File: config.mk
export PLATFORM = sky130hd
export DESIGN_NAME = debug_mem_master
export DESIGN_NICKNAME = d
export VERILOG_FILES = /design/src/rtl/dbg_mem_pkg.sv /design/src/rtl/dbg_burst_ctr.sv /design/src/rtl/debug_mem_master.sv
export SDC_FILE = /design/constraint.sdc
export NUM_CORES = 1
export LEC_CHECK = 0
export CAP_MARGIN = 10
export CORE_AREA = 2 2 88 112
export CTS_CLUSTER_SIZE = 14
export DETAILED_ROUTE_END_ITERATION = 8
export DIE_AREA = 0 0 90 114
export HOLD_SLACK_MARGIN = 0.06
export PLACE_DENSITY = 0.86
export SYNTH_ARGS = -nofsm -noshare
export SYNTH_HDL_FRONTEND = slang
export SYNTH_SLANG_ARGS = --single-unit
File: constraint.sdc
create_clock -name clk -period 2.7 [get_ports clk]
set_input_delay 0.27 -clock clk [delete_from_list [all_inputs] [get_ports clk]]
set_output_delay 0.27 -clock clk [all_outputs]
set_load 0.05 [all_outputs]
File: src/rtl/dbg_mem_pkg.sv
// dbg_mem_pkg: FSM state encoding and default sizing for debug_mem_master.
package dbg_mem_pkg;
    localparam int DEPTH_DEF = 32;
    localparam int LEN_W_DEF = 4;
    typedef enum logic [2:0] {IDLE, RD_ACC, RD_RSP, WR_ACC, WR_RSP, ERR_RSP} state_e;
endpackage

File: src/rtl/dbg_burst_ctr.sv
// dbg_burst_ctr: burst address/beat counter with load, step, wrap at DEPTH and last-beat flag.
module dbg_burst_ctr
    import dbg_mem_pkg::*;
#(
    parameter int DEPTH = DEPTH_DEF,
    parameter int LEN_W = LEN_W_DEF
) (
    input  logic             clk,
    input  logic             rst_n,
    input  logic             load,
    input  logic             step,
    input  logic [31:0]      load_addr,
    input  logic [LEN_W-1:0] load_len,
    output logic [31:0]      addr,
    output logic             last
);
    logic [31:0]      addr_q, addr_d;
    logic [LEN_W-1:0] left_q, left_d;
    always_comb begin
        addr_d = addr_q;
        left_d = left_q;
        if (load) begin
            addr_d = load_addr;
            left_d = load_len;
        end else if (step) begin
            addr_d = (addr_q >= 32'(DEPTH - 1)) ? '0 : addr_q + 32'd1;
            left_d = left_q - LEN_W'(1);
        end
    end
    always_ff @(posedge clk or negedge rst_n) begin
        if (!rst_n) begin
            addr_q <= '0;
            left_q <= '0;
        end else begin
            addr_q <= addr_d;
            left_q <= left_d;
        end
    end
    assign addr = addr_q;
    assign last = (left_q == '0);
endmodule

File: src/rtl/debug_mem_master.sv
// debug_mem_master: command-driven read/write burst master for a word-addressed data memory.
// Define DBG_MEM_BOUNDS_CHECK_EN to reject out-of-range bursts with an error response.
module debug_mem_master
    import dbg_mem_pkg::*;
#(
    parameter int DEPTH = DEPTH_DEF,
    parameter int LEN_W = LEN_W_DEF
) (
    input  logic             clk,
    input  logic             rst_n,
    input  logic             cmd_valid,
    output logic             cmd_ready,
    input  logic             cmd_write,
    input  logic [31:0]      cmd_addr,
    input  logic [LEN_W-1:0] cmd_len,
    input  logic             wr_valid,
    output logic             wr_ready,
    input  logic [31:0]      wr_data,
    output logic             rsp_valid,
    input  logic             rsp_ready,
    output logic [31:0]      rsp_data,
    output logic             rsp_last,
    output logic             rsp_err,
    output logic             Mem_read,
    output logic             Mem_write,
    output logic [31:0]      mem_addr,
    output logic [31:0]      write_data,
    input  logic [31:0]      mem_out
);
`ifdef DBG_MEM_BOUNDS_CHECK_EN
    localparam bit BOUNDS_EN = 1'b1;
`else
    localparam bit BOUNDS_EN = 1'b0;
`endif
    state_e      state_q, state_d;
    logic [31:0] rsp_data_q, rsp_data_d;
    logic [31:0] cur_addr;
    logic        load, step, last, oob;

    dbg_burst_ctr #(.DEPTH(DEPTH), .LEN_W(LEN_W)) u_ctr (
        .clk       (clk),
        .rst_n     (rst_n),
        .load      (load),
        .step      (step),
        .load_addr (cmd_addr),
        .load_len  (cmd_len),
        .addr      (cur_addr),
        .last      (last)
    );

    // 33-bit sum so a start address near 2^32 cannot wrap past the check
    assign oob = BOUNDS_EN && (({1'b0, cmd_addr} >= 33'(DEPTH)) ||
                               ({1'b0, cmd_addr} + 33'(cmd_len) >= 33'(DEPTH)));

    always_comb begin
        state_d    = state_q;
        rsp_data_d = rsp_data_q;
        load       = 1'b0;
        step       = 1'b0;
        cmd_ready  = 1'b0;
        wr_ready   = 1'b0;
        rsp_valid  = 1'b0;
        rsp_last   = 1'b0;
        rsp_err    = 1'b0;
        rsp_data   = '0;
        Mem_read   = 1'b0;
        Mem_write  = 1'b0;
        mem_addr   = '0;
        write_data = '0;
        case (state_q)
            IDLE: begin
                cmd_ready = 1'b1;
                if (cmd_valid) begin
                    load    = 1'b1;
                    state_d = oob ? ERR_RSP : (cmd_write ? WR_ACC : RD_ACC);
                end
            end
            RD_ACC: begin
                Mem_read   = 1'b1;
                mem_addr   = cur_addr;
                rsp_data_d = mem_out;
                state_d    = RD_RSP;
            end
            RD_RSP: begin
                rsp_valid = 1'b1;
                rsp_last  = last;
                rsp_data  = rsp_data_q;
                if (rsp_ready) begin
                    step    = !last;
                    state_d = last ? IDLE : RD_ACC;
                end
            end
            WR_ACC: begin
                wr_ready   = 1'b1;
                mem_addr   = cur_addr;
                Mem_write  = wr_valid;
                write_data = wr_valid ? wr_data : '0;
                if (wr_valid) begin
                    step    = !last;
                    state_d = last ? WR_RSP : WR_ACC;
                end
            end
            WR_RSP: begin
                rsp_valid = 1'b1;
                rsp_last  = 1'b1;
                if (rsp_ready) state_d = IDLE;
            end
            ERR_RSP: begin
                rsp_valid = 1'b1;
                rsp_last  = 1'b1;
                rsp_err   = BOUNDS_EN;
                if (rsp_ready) state_d = IDLE;
            end
            default: state_d = IDLE;
        endcase
    end

    always_ff @(posedge clk or negedge rst_n) begin
        if (!rst_n) begin
            state_q    <= IDLE;
            rsp_data_q <= '0;
        end else begin
            state_q    <= state_d;
            rsp_data_q <= rsp_data_d;
        end
    end
endmodule

==> run_results.csv, run 1 <==
group,metric,value,unit
setup_path,r2r_start,"state_q[1]",
clock_network,insertion_delay,330,ps
power_and_ir_drop,net-switching-power,4.20,mW
synth,syn-num-nets,498,
clock_network,path_clk_slew,50,ps
layout,final-seq-area,1780,um2
grt,use_met1,0.294,
setup_path,reg2regPathDepth,4,
drt,drc,0,
grt,top_usage_layer,"met2",
drt,detail_route.vias_per_cell,5.37,
layout,layout-drive-gt1-share,0.279,
sta,clock-skew-final,4.74,ps
setup_path,arrival,2290,ps
setup_path,required,2430,ps
sta,rsz0062_at_grt,"no",
die,core,9310,um2
drt,drt_first_pass_iters,4,
synth,synth_xor_area_frac,0.00677,
setup_path,cp_max_fo,13,
setup_path,crit_path_start,"state_q[1]",
power_and_ir_drop,clkPwrFrac,0.123,
drt,drt_iter0_markers,532,
grt,gr-usage-all-layers,0.262,
power_and_ir_drop,totalPowerFinal,8.87,mW
setup_path,path_class,"register to primary output",
synth,synth_cell_types,43,
layout,syn2layout_area_growth,77.9,%
placement,placed_cell_area,6620,um2
sta,setup_viol_count_final,0,
clock_network,root_buffer,"clkbuf_16",
drt,wl_per_cell,18.5,um
clock_network,cts_buffers,9,
synth,synth_top_family_by_area,"simple AND/OR/NAND/NOR gates",
clock_network,cts_max_level,3,
clock_network,cts_sinks,71,
grt,overflow,0,
layout,fin_nets,697,
clock_network,ctsResizeCount,0,
die,boundaryPins,209,
die,start_util,0.417,
die,die_x,90,um
setup_path,endpoint_kind,"primary output",
die,die_h,114,um
sta,finalHoldViolCount,0,
setup_path,cp_slowest_cell,"clkdlybuf4s50_1",
grt,antenna_found_initial,1,
setup_path,r2r-end,"u_ctr.addr[24]",
power_and_ir_drop,p_per_area,1280,nW/um2
power_and_ir_drop,power_frac_seq,0.234,
synth,syn_inst,390,
clock_network,cts.path.max_buffers,2,
run_status,outcome,"finished clean",
sta,worst_pin_slew,838,ps
run,drv_cap,0,
synth,ys_seq_area_frac,0.458,
synth,yosys_warnings,0,
power_and_ir_drop,p_leak,3.02,nW
setup_path,crit_chain,"nand2b_1 > o21ai_0 > clkdlybuf4s50_1",
setup_path,start_kind,"register",
synth,ys_ff_latch,71,
sta,whs,411,ps
sta,fin_crit_sh,0.948,
layout,multi_input_area,1960,um2
min_path,hold_path_class,"primary input to asynchronous set/reset pin",
power_and_ir_drop,internal_power,4.68,mW
drt,ant_nets,0,
sta,slew_headroom,0.436,
power_and_ir_drop,combinationalPowerShare,0.642,
setup_path,critPathMaxStageDelay,870,ps
die,num_rows,40,
grt,use_met3,0.0627,
synth,synth-edff-count,0,
synth,syn_area,3880,um2
sta,drv_slew,0,
placement,pre_cts_slack,484,ps
setup_path,critPathCapture,"rsp_valid",
grt,grt_pass1_vias,3969,
drt,routed_wl,13300,um
placement,io_buffers,207,
power_and_ir_drop,ir_drop,627,uV
layout,design_area,6910,um2
sta,fin_tns_setup,0,ps
synth,synth-main-ff-cell,"dfrtp_1",
layout,fillers,655,
placement,post-dp-hpwl,10200,um
synth,yosys.area_share.adder,0.00645,
sta,fmax,391,MHz
drt,vias,3870,
clock_network,cts_tree,"built",
synth,synth_compound_area_frac,0.123,
synth,synthMuxAreaShare,0.104,
power_and_ir_drop,p_sw_frac,0.473,
die,dieArea,10300,um2
sta,fin_ws,140,ps
grt,grt_use_met2,0.473,
synth,synthArstFlopShare,1.00,
synth,avgSynthCellArea,9.96,um2
sta,fin_crit,2560,ps
placement,routabilityCongestion,0.875,
grt,grt_max_degree,42,
synth,yosys.area_share.simple,0.261,
grt,grt_pass1_wl,20900,um
setup_path,r2r_slack,590,ps
state kept, by name (all words and copies together) (netlist names):
register	count
u_ctr.addr	32
u_ctr.left_q	4
state_q	3
rsp_data_q	32
how the worst min path moves through the flow:
stage | from | to | slack [ps] | cells past startpoint
finish | rst_n | u_ctr.addr[28] | 410 | 2
detailed placement | rst_n | u_ctr.addr[28] | 210 | 1
global placement | rst_n | u_ctr.addr[19] | 210 | 1
global route | rst_n | u_ctr.addr[29] | 430 | 2
CTS | rst_n | u_ctr.addr[29] | 410 | 2
floorplan | rst_n | rsp_data_q[0] | -30 | 0
per-layer routing:
metal  up-vias  part of all wire
li1       1798                 -
met2       190              0.54
met5         -                 0
met4         0             0.024
met1      1859              0.36
met3        23             0.082
synthesized netlist by cell type (2+ instances only):
cell type  count  share of area
dfrtp_1       71           0.46
and2_1        62           0.10
and3_1        36          0.058
mux2_2        34          0.099
nand2_1       23          0.022
clkbuf_1      17          0.016
o21ai_1       17          0.022
nor2_1        16          0.015
a22o_1        15          0.034
a41oi_1        9          0.020
buf_2          8          0.010
nor4_1         8          0.013
inv_1          7         0.0068
nand3_1        7         0.0090
a21oi_1        6         0.0077
nor3_1         6         0.0077
nand4_1        5         0.0081
o31ai_1        4         0.0077
a22oi_1        3         0.0058
a31oi_1        3         0.0048
buf_4          3         0.0058
nand2b_1       3         0.0048
o21ai_0        3         0.0039
a31oi_2        2         0.0064
and4_1         2         0.0045
ha_1           2         0.0064
xnor2_1        2         0.0045
logic make-up after synthesis:
| kind of cell | after synthesis |
|---|---|
| AOI/OAI and AO/OA | 67 |
| xor gates and xnor gates | 3 |
| adders and majority gates | 2 |
| buffers and inverters | 36 |
| DFF | 71 |
| muxes | 36 |
| other | 1 |
| and+or+nand+nor | 174 |
repair_timing:
item	in CTS	in global routing
hold buffers	1	0
hold endpoints to repair	15	0
endpoints found under the setup margin	0	0
buffers inserted	0	0
per-stage QoR:
step	std cells	utilization
floorplan	390	-
global placement	703	0.711
detailed placement	703	0.711
CTS	720	0.742
global route	721	0.742
finish	721	0.742
placed cells by master (no fill, tap or decap), types with 5 or more instances in the layout:
cell             Yosys  layout
a21oi_1              6       6
a22o_1              15      15
a41oi_1              9       9
and2_1              62      62
and3_1              36      36
buf_12               0      65
buf_4                3      41
clkbuf_16            0       9
clkdlybuf4s50_1      0     108
dfrtp_1             71      71
inv_1                7       7
mux2_2              34      34
nand2_1             23      23
nand3_1              7       7
nand4_1              5       5
nor2_1              16      15
nor3_1               6       5
nor4_1               8       8
o21ai_1             17      17
cell type report:
| cell class | instances | share of cell area |
|---|---|---|
| clock inverter | 4 | 0.00290 |
| antenna | 1 | 0.000362 |
| tap | 126 | 0.0228 |
| multi-input combinational | 283 | 0.284 |
| sequential | 71 | 0.257 |
| timing repair buffer | 216 | 0.392 |
| clock buffer | 12 | 0.0371 |
| inverter | 8 | 0.00435 |
critical path: cells and delay by family (launching register included):
| family | cells | cell delay (ps) |
|---|---|---|
| AOI/OAI and AO/OA | 1 | 220 |
| buffers and inverters | 1 | 870 |
| DFF | 1 | 600 |
| and+or+nand+nor | 1 | 260 |
power groups by stage:
stage                     sequential [mW]  combinational, mW  clock, mW
after floorplan                      1.89               3.59          0
after global placement               2.02               5.59          0
after detailed placement             2.07               5.70          0
after CTS                            2.07               5.73       1.11
after global routing                 2.16               5.97       1.16
final                                2.08               5.70       1.09
Note: power is estimated with default switching activity, not from simulation.
==> inputs of run 2 (changes only) <==
--- a/config.mk
+++ b/config.mk
@@ -7,10 +7,10 @@
 export LEC_CHECK = 0
 export CAP_MARGIN = 10
-export CORE_AREA = 2 2 88 112
+export CORE_AREA = 2 2 101 127
 export CTS_CLUSTER_SIZE = 14
 export DETAILED_ROUTE_END_ITERATION = 8
-export DIE_AREA = 0 0 90 114
+export DIE_AREA = 0 0 103 129
 export HOLD_SLACK_MARGIN = 0.06
-export PLACE_DENSITY = 0.86
+export PLACE_DENSITY = 0.68
 export SYNTH_ARGS = -nofsm -noshare
 export SYNTH_HDL_FRONTEND = slang
==> constraint.sdc (replaced) <==
create_clock -name clk -period 2.7 [get_ports clk]
set_input_delay 0.27 -clock clk [delete_from_list [all_inputs] [get_ports clk]]
set_output_delay 0.27 -clock clk [all_outputs]
set_load 0.1 [all_outputs]
==> run 2 against run 1 <==
Final cell count grew 5.4%. Sequential share of layout area fell by 1.7 points. Worst setup slack improved by 170 ps. Sequential cell count did not move. Maximum frequency increased by 7.0%. Final area rose by 6.9%. Critical path depth up 3. Non-clock buffer count rose by 2. Clock-buffer cell count grew 1. Hold slack improved by 75 ps. Clock skew is 1.7 ps higher.
==> run_results.csv, run 2 (synthesized netlist as in run 1, its figures left out) <==
group,metric,value,unit
run_status,outcome,"finished clean",
die,boundaryPins,209,
drt,drt_first_pass_iters,5,
grt,grt_pass1_wl,20000,um
grt,grt_max_degree,40,
sta,fmax,418,MHz
layout,layout-drive-gt1-share,0.304,
clock_network,cts_tree,"built",
sta,clock-skew-final,6.49,ps
clock_network,cts_max_level,3,
layout,n_antenna_cell,0,
clock_network,cts.path.max_buffers,2,
clock_network,cts_buffers,9,
layout,fin_nets,699,
layout,syn2layout_area_growth,90.2,%
sta,slew_headroom,0.441,
setup_path,cp_max_fo,3,
setup_path,cp_slowest_cell,"dfrtp_1",
setup_path,cp.buffers_inverters,2,
layout,final_common_cell,"clkdlybuf4s50_1",
placement,post-dp-hpwl,10100,um
setup_path,start_kind,"register",
setup_path,crit_family,"simple AND/OR/NAND/NOR gates",
clock_network,ctsResizeCount,0,
grt,gr-usage-all-layers,0.194,
die,die_h,129,um
drt,detail_route.vias_per_cell,5.02,
sta,rsz0062_at_grt,"no",
die,num_rows,45,
clock_network,insertion_delay,330,ps
setup_path,required,2430,ps
run,drv_cap,0,
sta,finalHoldViolCount,0,
placement,io_buffers,207,
layout,final_util,0.613,
drt,drc,0,
drt,drt_iter0_markers,172,
die,core,12000,um2
sta,setup_viol_count_final,0,
die,start_util,0.322,
layout,most-common-layout-cells,"clkdlybuf4s50_1 (104), buf_12 (98), dfrtp_1 (71), and2_1 (53), and3_1 (36)",
sta,worst_pin_slew,831,ps
setup_path,path_class,"register to primary output",
clock_network,postCtsSetupRepairBufs,0,
setup_path,endpoint_kind,"primary output",
drt,routed_wl,12900,um
sta,fin_crit_sh,0.886,
grt,use_met3,0.0663,
sta,drv_slew,0,
setup_path,arrival,2120,ps
drt,ant_nets,0,
layout,fillers,1008,
grt,top_usage_layer,"met2",
setup_path,critPathMaxStageDelay,400,ps
min_path,hold_path_class,"primary input to register",
die,die_x,103,um
grt,overflow,0,
placement,dp_cells,743,
sta,whs,487,ps
clock_network,ctsHoldBuffers,1,
grt,grt_use_met2,0.316,
die,dieArea,13300,um2
grt,grt_pass1_vias,3805,
clock_network,cts_sinks,71,
grt,use_met1,0.240,
sta,fin_crit,2390,ps
setup_path,crit_chain,"inv_1 > ha_1 > nor3b_1 > nand2_1 > o31ai_2 > buf_12",
clock_network,path_clk_slew,60,ps
placement,routabilityCongestion,0.866,
grt,antenna_found_initial,0,
clock_network,root_buffer,"clkbuf_16",
drt,wl_per_cell,16.9,um
layout,layout.cells.non_filler,760,
drt,vias,3813,
[run 2: area by class of cell]
type / instances / area, um2 / share of cell area
Inverter: 8 / 30.0 / 0.00407
Multi-Input combinational cell: 283 / 1980 / 0.268
Clock inverter: 3 / 18.8 / 0.00254
Timing Repair Buffer: 218 / 3120 / 0.423
Tap cell: 164 / 205 / 0.0278
Clock buffer: 13 / 250 / 0.0339
Sequential cell: 71 / 1780 / 0.241
[run 2: per-stage QoR]
step                setup slack, ps  area [um2]  setup TNS [ps]
floorplan                     -16.6        3910           -16.6
global placement                536        7110               0
detailed placement              407        7110               0
CTS                             287        7380               0
global route                    167        7380               0
finish                          308        7380               0
[run 2: final timing paths]
| kind | to | depth (start not counted) | start | slack (ps) |
|---|---|---|---|---|
| setup / recovery | rsp_last | 6 | u_ctr.left_q[0] | 310 |
| hold / removal | u_ctr.addr[19] | 3 | cmd_addr[19] | 490 |
| setup reg to reg | u_ctr.addr[4] | 5 | state_q[1] | 500 |
| hold reg to reg | rsp_data_q[19] | 1 | rsp_data_q[19] | 500 |
| max in group asynchronous | u_ctr.addr[0] | 3 | rst_n | 1460 |
| min in group asynchronous | rsp_data_q[27] | 2 | rst_n | 570 |
[run 2: layer usage]
metal,routed length [um],vias up,part of all wire
met3,1290,18,0.10
met5,0,-,0
met1,4830,1810,0.38
met2,6460,184,0.50
met4,269,0,0.021
li1,-,1801,-
[run 2: worst register-to-register path, stage by stage, from the launching register on]
cell     delay (ps)
dfrtp_1         530
nor4b_4         410
buf_4           220
a31oi_2         120
a31oi_2         610
o21ai_1         160
Power of run 2 is left out: the tool's default activity adds up to more than one toggle a clock period on the data nets, which glitch-free logic cannot reach.
==> RTL change 1 (config.mk and constraints of run 1) <==
Add a define of `DBG_MEM_BOUNDS_CHECK_EN`.
--- a/src/rtl/debug_mem_master.sv
+++ b/src/rtl/debug_mem_master.sv
@@ -1,5 +1,7 @@
 // debug_mem_master: command-driven read/write burst master for a word-addressed data memory.
 // Define DBG_MEM_BOUNDS_CHECK_EN to reject out-of-range bursts with an error response.
+`define DBG_MEM_BOUNDS_CHECK_EN
+
 module debug_mem_master
     import dbg_mem_pkg::*;
 #(
Function: changed (Yosys sat finds a counterexample within 4 cycles, from zero or initial values and one cycle with rst_n low).
==> RTL change 1 against run 1 <==
- sequential power fell by 3%
- via count rose by 5.6%
- setup slack improved by 0.067 ns
- wire length rose by 5.2%
- combinational power fell by 29%
- total power fell by 19%
- final area rose by 3.0%
- sequential cell count did not move
- register-to-register slack got worse by 0.25 ns
- area after synthesis rose by 2.9%
- first-iteration DRC count fell by 51%
- critical path type unchanged
- largest cell class unchanged
- highest routed layer unchanged
==> RTL change 1: results (changes against run 1) <==
- Status: finished, final reports clean
- Routed WL per cell: 18.9 um (+2.1%)
- Multi-input comb cells: 302 (+6.7%)
- Vias: 4,087 (+5.6%)
- Synth Area in Compound Gates: 0.115 (-0.00817)
- VDD IR max: 0.000564 V (-10%)
- Clock Network Area Fraction: 0.0401 (+0.0000836)
- Leakage: 3.11 nW (+2.9%)
- Metal3 WL: 1060 um (-2.1%)
- HPWL after DPL: 10,600 um (+3.8%)
- Dpl cell area: 6810 um2 (+2.9%)
- # nets final: 724 (+3.9%)
- Metal2 WL: 7270 um (+1.7%)
- PortBufs: 208 (+0.48%)
- Largest net degree at the start of global routing: 45 (+7.1%)
- Antenna violations before repair: 0 (-1)
- Post-placement cell count: 726 (+3.3%)
- Netlist Area Pre-Place: 4000 um2 (+2.9%)
- Met2 usage: 0.476 (+0.00301)
- NonClk Buf Share: 0.392 (about the same)
- Drt first-iter violations: 259 (-51%)
- Filler cell count: 583 (-11%)
- Non-CTS buffers: 221 (+2.3%)
- R2R depth: 6 (+2)
- Top cells by count, synth: 71 x dfrtp_1, 64 x and2_1, 38 x and3_1, 33 x mux2_2, 29 x nand2_1
- Syn nets: 520 (+4.4%)
- N_diodes: 0 (-1)
- Synth Area in Adders: 0.0188 (+0.0123)
- Worst clock skew: 0.00528 ns (+0.000546 ns)
- Wirelength, routed: 14,000 um (+5.2%)
- CP max FO: 37 (+24)
- Seq/Total Area, Yosys: 0.445 (-0.0129)
- Worst Hold Class: reg -> reg
- Critical path's slowest cell: dfrtp_1
- Routability cong.: 0.882 (+0.83%)
- Largest stage delay, worst path: 0.39 ns (-0.48 ns)
- Place WS: 0.0197 ns (-0.464 ns)
## RTL change 1: changes by cell type in the layout (fill, tap and decap cells not counted), sizes merged, moves of 4 or more
cell	before	now
buf	107	114
nand2	23	29
a22o	15	10
a21oi	6	13
a41oi	9	5
nor2	16	9
ha	2	6
o31ai	4	0
nor4	8	13
a221o	0	5
## RTL change 1: path summary, 6_finish.rpt
check	start	end	slack, ns
min reg2reg	rsp_data_q[7]	rsp_data_q[7]	0.50
max reg2reg	state_q[0]	u_ctr.addr[20]	0.34
max	state_q[0]	write_data[13]	0.21
min in group asynchronous	rst_n	rsp_data_q[16]	0.55
min	rsp_data_q[7]	rsp_data_q[7]	0.50
max in group asynchronous	rst_n	u_ctr.addr[30]	1.47
## RTL change 1: what timing repair did
item                       in CTS  in global routing
hold buffers                    1                  0
gates resized for setup         0                  1
setup endpoints to repair       0                  9
hold endpoints to repair       28                  0
## RTL change 1: power breakdown
part	switching [mW]	internal, mW
Sequential	0.444	1.58
Clock	0.451	0.674
Combinational	2.27	1.77
==> RTL change 2 (config.mk and constraints of run 1) <==
Without the edit above. Register the output `rsp_err`, without a reset; this adds one clock of latency there. The other outputs are not delayed to match.
--- a/src/rtl/debug_mem_master.sv
+++ b/src/rtl/debug_mem_master.sv
@@ -27,6 +27,8 @@
     output logic [31:0]      write_data,
     input  logic [31:0]      mem_out
 );
+
+    logic rsp_err_d;
 `ifdef DBG_MEM_BOUNDS_CHECK_EN
     localparam bit BOUNDS_EN = 1'b1;
 `else
@@ -61,7 +63,7 @@
         wr_ready   = 1'b0;
         rsp_valid  = 1'b0;
         rsp_last   = 1'b0;
-        rsp_err    = 1'b0;
+        rsp_err_d  = 1'b0;
         rsp_data   = '0;
         Mem_read   = 1'b0;
         Mem_write  = 1'b0;
@@ -108,7 +110,7 @@
             ERR_RSP: begin
                 rsp_valid = 1'b1;
                 rsp_last  = 1'b1;
-                rsp_err   = BOUNDS_EN;
+                rsp_err_d = BOUNDS_EN;
                 if (rsp_ready) state_d = IDLE;
             end
             default: state_d = IDLE;
@@ -124,5 +126,9 @@
             rsp_data_q <= rsp_data_d;
         end
     end
+    always_ff @(posedge clk) begin
+        rsp_err <= rsp_err_d;
+    end
+
 endmodule
 
Check against the original RTL: equivalent (Yosys induction, for registers that start in step).
==> RTL change 2 against run 1 <==
- total power up 3.7%
- first-iteration DRC count shrank 68%
- area after synthesis is 2.0% higher
- non-clock buffer count down 2
- setup slack got worse by 0.064 ns
- final area up 6.7%
- sequential cell count is the same
- wire length up 9.2%
- fmax is 2.4% lower
- synthesized cell count up 1.3%
==> RTL change 2: results (changes against run 1) <==
- # nets final: 702 (+0.72%)
- Wirelength, routed: 14,600 um (+9.2%)
- Final Core Density: 0.792 (+0.0496)
- Synth Area in Compound Gates: 0.125 (+0.00142)
- First-pass DRT Iterations: 5 (+1)
- Worst clock skew: 0.00441 ns (-0.000324 ns)
- CP max FO: 15 (+2)
- Int Power: 5.02 mW (+7.4%)
- Largest net degree at the start of global routing: 72 (+71%)
- Worst-Skew Late Latency: 0.33 ns (about the same)
- Seq/Total Area, Yosys: 0.449 (-0.00882)
- Synth Area in Adders: 0.00632 (-0.000124)
- Clock Tree Buf Depth: 2 (unchanged)
- Final total power: 9.20 mW (+3.7%)
- HPWL after DPL: 10,700 um (+4.8%)
- Asr flop ratio synth: 1.00 (unchanged)
- P_clk: 1.22 mW (+12%)
- DR vias/cell: 5.39 (+0.45%)
- Post-placement cell count: 709 (+0.85%)
- VDD IR max: 0.000688 V (+9.7%)
- Filler cell count: 535 (-18%)
- EDFF count, synth: 0 (unchanged)
- Ranking of synthesized cells by area: dfrtp_1 45%, and2_1 15%, mux2_2 8.8%
- Status: finished, final reports clean
- Layout cell share with drive strength beyond 1: 0.272 (-0.00734)
- Dpl cell area: 7060 um2 (+6.6%)
- N_diodes: 0 (-1)
- Slew headroom: 0.406 (-0.0307)
- GRT Overall Usage: 0.284 (+0.0218)
- Leakage: 3.05 nW (+1.0%)
- Vias: 3,909 (+1.0%)
- Routing usage on met1: 0.299 (+0.00526)
- Reg clk slew, reported paths: 0.06 ns
- WP data arrival: 2.35 ns (+0.06 ns)
- XOR/XNOR share of the synthesized area: 0.00664 (-0.000130)
- Vias in the first global route: 3,997 (+0.71%)
- CTS buffer count: 9 (unchanged)
- Routability cong.: 0.865 (-1.1%)
- Met3 GRT Util: 0.0964 (+0.0337)
- Antenna violations before repair: 0 (-1)
- Top cells by count, synth: 94 x and2_1, 71 x dfrtp_1, 31 x mux2_2, 28 x nand2_1, 16 x o21ai_1
- Root buf cell: clkbuf_16
- Combinational share of power: 0.641 (about the same)
- First-pass GRT wire length: 22,500 um (+7.7%)
- Yosys cell types: 48 (+12%)
- Syn nets: 503 (+1.0%)
- Syn Inst Count: 395 (+1.3%)
- Met2 usage: 0.510 (+0.0371)
- Place WS: 0.431 ns (-0.0529 ns)
- Drt first-iter violations: 169 (-68%)
- Multiplexer area fraction after synthesis: 0.106 (+0.00147)
## RTL change 2: cell types whose count changed in the layout (fill, tap and decap cells not counted), moves of 7 or more
cell,run 1,this run
buf_4,41,9
a31oi_1,3,10
buf_12,65,95
and3_1,36,7
and2_1,62,94
## RTL change 2: repair_timing
action                                  4_1_cts  5_1_grt
gates resized for setup                       0        2
buffers inserted                              0        0
endpoints found under the setup margin        0        5
## RTL change 2: layout make-up
type                            instances  area share
Sequential cell                        71       0.241
Clock buffer                           10      0.0324
Multi-Input combinational cell        292       0.276
Inverter                                6     0.00306
Timing Repair Buffer                  214       0.417
Tap cell                              126      0.0214
Clock inverter                          6     0.00934
## RTL change 2: worst paths after layout
kind                       cells past startpoint  slack [ns]            from              to
min in group clk                               3        0.48    cmd_addr[20]  u_ctr.addr[20]
hold reg to reg                                1        0.50  rsp_data_q[25]  rsp_data_q[25]
setup reg to reg                               4        0.57      state_q[1]   u_ctr.addr[3]
setup / recovery                               3        0.08      state_q[0]     mem_addr[4]
max in group asynchronous                      1        2.06           rst_n  rsp_data_q[28]
hold / removal                                 1        0.06           rst_n  rsp_data_q[15]
## RTL change 2: kinds of logic (layout without fill, tap and decap cells)
logic type               count (synthesis)  after routing
AND/OR/NAND/NOR                        181            181
flip-flops                              71             71
buffers and inverters                   32            236
multiplexers                            37             37
other                                    1              1
XOR/XNOR                                 3              3
adder cells (fa/ha/maj)                  2              2
AO/OA/AOI/OAI                           68             68
## RTL change 2: routing by layer
metal / wire length, um / vias to the layer above
met3: 1370 / 31
met5: 0 / -
met4: 541 / 0
met1: 5070 / 1880
li1: - / 1787
met2: 7570 / 211
## RTL change 2: critical path: stages (launching register included)
cell and delay (ns):
dfrtp_1 0.68, nand2b_1 0.33, nor2_1 0.19, clkdlybuf4s50_1 0.82
